## src/rtl/pps_pkg.sv

```systemverilog
// Shared constants for the instruction fetch front end.
package pps_pkg;

    localparam int unsigned PC_W_DEF     = 32;
    localparam int unsigned INST_W       = 32;
    localparam logic [31:0] RESET_PC_DEF = 32'h0;
    localparam int unsigned PC_INC       = 4;

endpackage

```

## src/rtl/pps_sync_fifo.sv

```systemverilog
// Synchronous FIFO with flush, count output and a head read straight from storage.
module pps_sync_fifo #(
    parameter int unsigned      WIDTH     = 64,
    parameter int unsigned      DEPTH     = 4,
    parameter logic [WIDTH-1:0] RESET_VAL = '0
) (
    input  logic                         clk,
    input  logic                         rst_n,
    input  logic                         flush,
    input  logic                         push,
    input  logic [WIDTH-1:0]             din,
    input  logic                         pop,
    output logic [WIDTH-1:0]             dout,
    output logic                         valid,
    output logic [$clog2(DEPTH):0]       count
);

    localparam int unsigned PTR_W = $clog2(DEPTH);
    localparam int unsigned CNT_W = PTR_W + 1;

    logic [WIDTH-1:0] mem [DEPTH];
    logic [PTR_W-1:0] wr_ptr;
    logic [PTR_W-1:0] rd_ptr;
    logic             do_push;
    logic             do_pop;

    // A push into a full queue is only legal when the head leaves in the same cycle.
    always_comb begin
        do_pop  = pop && (count != '0);
        do_push = push && ((count < CNT_W'(DEPTH)) || do_pop);
    end

    always_ff @(posedge clk) begin
        if (!rst_n) begin
            mem    <= '{default: RESET_VAL};
            wr_ptr <= '0;
            rd_ptr <= '0;
            count  <= '0;
        end else if (flush) begin
            wr_ptr <= '0;
            rd_ptr <= '0;
            count  <= '0;
        end else begin
            if (do_push) begin
                mem[wr_ptr] <= din;
                wr_ptr      <= wr_ptr + PTR_W'(1);
            end
            if (do_pop) begin
                rd_ptr <= rd_ptr + PTR_W'(1);
            end
            if (do_push && !do_pop) begin
                count <= count + CNT_W'(1);
            end else if (!do_push && do_pop) begin
                count <= count - CNT_W'(1);
            end
        end
    end

    assign dout  = mem[rd_ptr];
    assign valid = (count != '0);

endmodule

```

## src/rtl/pps_fetch_q.sv

```systemverilog
// Credit-based instruction fetcher: issues sequential fetches, tracks in-flight
// responses, drops stale ones after a redirect and queues the rest for decode.
module pps_fetch_q
    import pps_pkg::*;
#(
    parameter int unsigned     PC_W     = PC_W_DEF,
    parameter int unsigned     DEPTH    = 4,
    parameter logic [PC_W-1:0] RESET_PC = PC_W'(RESET_PC_DEF)
) (
    input  logic              clk,
    input  logic              rst_n,
    input  logic              redirect,
    input  logic [PC_W-1:0]   redirect_pc,
    output logic              imem_req,
    output logic [PC_W-1:0]   imem_addr,
    input  logic              imem_gnt,
    input  logic              imem_rvalid,
    input  logic [INST_W-1:0] imem_rdata,
    output logic              id_valid,
    output logic [INST_W-1:0] id_inst,
    output logic [PC_W-1:0]   id_pc,
    input  logic              id_ready
);

    localparam int unsigned     CNT_W       = $clog2(DEPTH) + 1;
    localparam int unsigned     ENTRY_W     = PC_W + INST_W;
    localparam logic [PC_W-1:0] ALIGN_MASK  = ~PC_W'(PC_INC - 1);
    localparam logic [PC_W-1:0] RESET_PC_AL = RESET_PC & ALIGN_MASK;
    localparam logic [ENTRY_W-1:0] ENTRY_RESET = {RESET_PC_AL, INST_W'(0)};

    logic [PC_W-1:0]    fetch_pc;
    logic [PC_W-1:0]    resp_pc;
    logic [PC_W-1:0]    target_pc;
    logic [CNT_W-1:0]   outstanding;
    logic [CNT_W-1:0]   outstanding_next;
    logic [CNT_W-1:0]   discard;
    logic [CNT_W-1:0]   fifo_count;
    logic [CNT_W:0]     credit_used;
    logic               issue;
    logic               accept;
    logic               pop;
    logic [ENTRY_W-1:0] head;

    // Credits cover both in-flight fetches and queued entries so the queue cannot overflow.
    always_comb begin
        credit_used      = {1'b0, outstanding} + {1'b0, fifo_count};
        imem_req         = rst_n && !redirect && (credit_used < (CNT_W + 1)'(DEPTH));
        issue            = imem_req && imem_gnt;
        target_pc        = redirect_pc & ALIGN_MASK;
        outstanding_next = outstanding;
        if (issue && !imem_rvalid) begin
            outstanding_next = outstanding + CNT_W'(1);
        end else if (!issue && imem_rvalid && (outstanding != '0)) begin
            outstanding_next = outstanding - CNT_W'(1);
        end
        accept = imem_rvalid && !redirect && (discard == '0);
        pop    = id_valid && id_ready;
    end

    // A redirect marks every fetch still in flight after this cycle as stale.
    always_ff @(posedge clk) begin
        if (!rst_n) begin
            fetch_pc    <= RESET_PC_AL;
            resp_pc     <= RESET_PC_AL;
            outstanding <= '0;
            discard     <= '0;
        end else begin
            outstanding <= outstanding_next;
            if (redirect) begin
                fetch_pc <= target_pc;
                resp_pc  <= target_pc;
                discard  <= outstanding_next;
            end else begin
                if (issue) begin
                    fetch_pc <= fetch_pc + PC_W'(PC_INC);
                end
                if (accept) begin
                    resp_pc <= resp_pc + PC_W'(PC_INC);
                end
                if (imem_rvalid && (discard != '0)) begin
                    discard <= discard - CNT_W'(1);
                end
            end
        end
    end

    assign imem_addr = fetch_pc;

    pps_sync_fifo #(
        .WIDTH     (ENTRY_W),
        .DEPTH     (DEPTH),
        .RESET_VAL (ENTRY_RESET)
    ) u_queue (
        .clk   (clk),
        .rst_n (rst_n),
        .flush (redirect),
        .push  (accept),
        .din   ({resp_pc, imem_rdata}),
        .pop   (pop),
        .dout  (head),
        .valid (id_valid),
        .count (fifo_count)
    );

    assign id_pc   = head[ENTRY_W-1:INST_W];
    assign id_inst = head[INST_W-1:0];

    // Protocol sanity: bounded credits and no response without a fetch in flight.
    a_out_range: assert property (@(posedge clk) disable iff (!rst_n)
        outstanding <= CNT_W'(DEPTH));
    a_rvalid_owed: assert property (@(posedge clk) disable iff (!rst_n)
        imem_rvalid |-> (outstanding != '0));
    a_no_overflow: assert property (@(posedge clk) disable iff (!rst_n)
        (accept && !pop) |-> (fifo_count < CNT_W'(DEPTH)));

endmodule

```

## config.mk

```make
export PLATFORM = sky130hd
export DESIGN_NAME = pps_fetch_q
export DESIGN_NICKNAME = d
export VERILOG_FILES = /design/src/rtl/pps_pkg.sv /design/src/rtl/pps_sync_fifo.sv /design/src/rtl/pps_fetch_q.sv
export SDC_FILE = /design/constraint.sdc
export NUM_CORES = 1
export LEC_CHECK = 0
export CORE_MARGIN = 1
export CORE_UTILIZATION = 30
export DETAILED_ROUTE_END_ITERATION = 12
export HOLD_SLACK_MARGIN = 0.02
export SYNTH_ARGS = -nofsm -noshare
export SYNTH_HDL_FRONTEND = slang
export SYNTH_SLANG_ARGS = --single-unit
```

## constraint.sdc

```tcl
create_clock -name clk -period 3.2 [get_ports clk]
set_input_delay 0.96 -clock clk [delete_from_list [all_inputs] [get_ports clk]]
set_output_delay 0.96 -clock clk [all_outputs]
set_load 0.005 [all_outputs]
```

==> qor.csv, run 1 <==
metric;value;unit
status;finished with violations;
violations;setup timing;
dp_worst_setup_slack;-237.5;ps
yosysSeqAreaShare;0.4529;
cpMaxStageDelayCell;mux4_2;
async_reset_ff_frac;0;
grt_start_max_net_pins;105;
die_y;219.5;um
slowest_delay;570;ps
antenna_found_initial;0;
grt_use_met1;0.2346;
start_util;0.3048;
grt_use_met3;0.03547;
p_int;7470;uW
netSwitchingPower;2558;uW
dp_hpwl;26.02;mm
clock_path_buffers;3;
design_area;17980;um2
grt_pass1_vias;12274;
grt_use_met2;0.2895;
io_pins;168;
worst-path-max-fanout;6;
crit_buf_inv;3;
synthSimpleGateAreaFrac;0.2096;
synthMuxAreaShare;0.1052;
layout.cells.non_filler;2436;
coreArea;46560;um2
clk_root_buffer_cell;clkbuf_16;
synthAdderAreaFrac;0.01376;
netlist_area;14190;um2
wl_per_cell;17.46;um
crit_path_end_kind;primary output;
irDropWorstVdd;0.3400;mV
pwr-share-clk;0.443;
synthTopCellsByArea;dfxtp_1 45%, nand2_1 14%, a21oi_1 10%;
first_iter_violations;802;
drc_errors;0;
synth_common_cells;542 x nand2_1, 321 x dfxtp_1, 293 x a21oi_1, 88 x clkbuf_1, 62 x mux4_2;
synth_top_family_by_area;simple AND/OR/NAND/NOR gates;
postPlaceCellArea;16490;um2
cts_tree;built;
power_leakage;0.006270;uW
ant_nets;0;
dp.cells;2353;
num_vias;12354;
cts_hold_repair.buffers;0;
clkTransAtPathRegs;60;ps
rows;79;
syn_to_final_growth;26.75;%
grt_usage;0.1765;
hold_path_class;reg2reg;
crit_path_cell_trace;buf_12, buf_4, mux4_2, clkdlybuf4s50_1;
synth.most_common_cell;nand2_1;
finalClockSkew;14.22;ps
cts-htree-levels;2;
post-synth-top-area-cell;dfxtp_1;
synth-edff-count;0;
synth_ff_type;dfxtp_1;
sw_frac_of_total;0.2551;
drv_slew;0;
cts.sinks;321;
hold_viol;0;
fin_crit;3233;ps
grt_overflow_total;0;
drive_above_1_share;0.1165;
setup_ws;-32.52;ps
nNetsFinal;1886;
synth_compound_area_frac;0.1378;
power_density;557.6;nW/um2
critPathKind;reg2out;
drv_cap;0;
critPathTopFamily;buffers and inverters;
start_kind;flop;
clock_latency;540;ps
syn_area_per_cell;8.426;um2
worst_ep_arrival_time;2270;ps
drt-total-wl;42.53;mm
synthCells;1684;
die_width;219.5;um
setup_violations;8;
synth.top_cell.area_share;0.4529;
port_buffers;161;
antenna_cells;0;
fmax;0.3094;GHz
viasPerCell;5.071;
place.gp.congestion;0.7994;
cp.required;2240;ps
ys_ff_latch;321;
grt_pass1_wl;67.01;mm
dieArea;48170;um2
yosysWarnings;0;
pwr-share-seq;0.430;
fill_cells;4602;
top_usage_layer;met2;
finalCritPeriodShare;1.010;
synthXorXnorAreaFrac;0.02963;
firstDrtPassIters;5;
rsz0062_at_grt;true;
combinationalPowerShare;0.128;
synthDistinctLibCells;61;
cts_buffers;38;
metrics by stage:
step	utilization	hold slack, ps	setup TNS, ps	power [uW]
2_1_floorplan	-	433.1	0	5073
3_3_place_gp	0.3542	437.8	-290.0	5631
3_5_place_dp	0.3542	444.4	-300.0	5657
4_1_cts	0.3846	452.7	-1509	10150
5_1_grt	0.3863	467.3	-1668	10450
6_report	0.3863	452.1	-104.6	10030
layout make-up:
class,count,area (um2),share of cell area
inverters,20,82.58,0.004592
multi-input cells,1198,7081,0.3937
well taps,607,759.5,0.04223
flip-flops and latches,321,6434,0.3577
clock inverters,12,141.4,0.007861
repair buffers,222,2345,0.1304
clock buffers,56,1142,0.06352
tightest hold or removal path, cell delays in order (launching register included):
cell and delay [ps]:
dfxtp_1 300, nand2_1 50, a21oi_1 50
logic make-up (layout without fill, tap and decap cells):
kind of cell             after synthesis  in the layout
multiplexers                          71             71
other                                  1              4
XOR/XNOR                              48             48
AND/OR/NAND/NOR                      691            691
buffers and inverters                168            310
adder cells (fa/ha/maj)               15             15
AO/OA/AOI/OAI                        369            369
flip-flops                           321            321
cells in the final DEF (no fill, tap or decap), drive strengths merged, types with 29 or more instances in the layout:
cell type / count
o21ai: 34
clkbuf: 56
dfxtp: 321
nand3: 29
clkdlybuf4s50: 124
buf: 60
nand2: 544
mux4: 62
a21oi: 293
xnor2: 39
power groups by stage:
| stage | clock [uW] | sequential (uW) | combinational, uW |
|---|---|---|---|
| detailed placement | 0 | 4400 | 1260 |
| finish | 4440 | 4310 | 1280 |
| floorplan | 0 | 4320 | 757 |
| CTS | 4550 | 4310 | 1290 |
| global route | 4720 | 4330 | 1400 |
| global placement | 0 | 4390 | 1240 |
flip-flops by register name, summed over array words and instances (netlist names):
| register | cells |
|---|---|
| discard | 3 |
| imem_addr | 30 |
| outstanding | 3 |
| resp_pc | 30 |
| u_queue.count | 3 |
| u_queue.mem | 248 |
| u_queue.rd_ptr | 2 |
| u_queue.wr_ptr | 2 |
final timing paths:
| path | endpoint | from | depth (start not counted) | slack [ps] |
|---|---|---|---|---|
| worst max register to register | u_queue.count[2]$_SDFFE_PP0P_ | discard[0]$_SDFFE_PN0P_ | 10 | 780 |
| worst min register to register | u_queue.mem[131]$_SDFFE_PN0P_ | u_queue.mem[131]$_SDFFE_PN0P_ | 2 | 450 |
| worst max-delay path | id_pc[14] | u_queue.rd_ptr[0]$_SDFFE_PP0P_ | 4 | -30 |
| worst min-delay path | u_queue.mem[131]$_SDFFE_PN0P_ | u_queue.mem[131]$_SDFFE_PN0P_ | 2 | 450 |
per-layer routing:
metal	part of all wire	wire length [um]
met1	0.45	19190
met3	0.059	2528
met4	0.017	735
met2	0.47	20080
met5	0	0
timing repair:
action | in CTS | in global routing
setup buffers | 8 | 5
endpoints found under the setup margin | 57 | 42
gates resized for setup | 24 | 17
cloned | 2 | 0
Power figures use the tool's default switching activity.
==> run 2: changes to the inputs <==
--- a/config.mk
+++ b/config.mk
@@ -9,6 +9,7 @@
 export CORE_UTILIZATION = 30
 export DETAILED_ROUTE_END_ITERATION = 12
 export HOLD_SLACK_MARGIN = 0.02
+export SLEW_MARGIN = 15
 export SYNTH_ARGS = -nofsm -noshare
 export SYNTH_HDL_FRONTEND = slang
 export SYNTH_SLANG_ARGS = --single-unit
==> results of run 2 <==
No change in the layout: final DEF, timing and power equal those of run 1.
==> run 3: changes to the inputs <==
--- a/config.mk
+++ b/config.mk
@@ -5,6 +5,7 @@
 export SDC_FILE = /design/constraint.sdc
 export NUM_CORES = 1
 export LEC_CHECK = 0
+export CAP_MARGIN = 20
 export CORE_MARGIN = 1
 export CORE_UTILIZATION = 30
 export DETAILED_ROUTE_END_ITERATION = 12
==> results of run 3 <==
No change in the layout: final DEF, timing and power equal those of run 1.
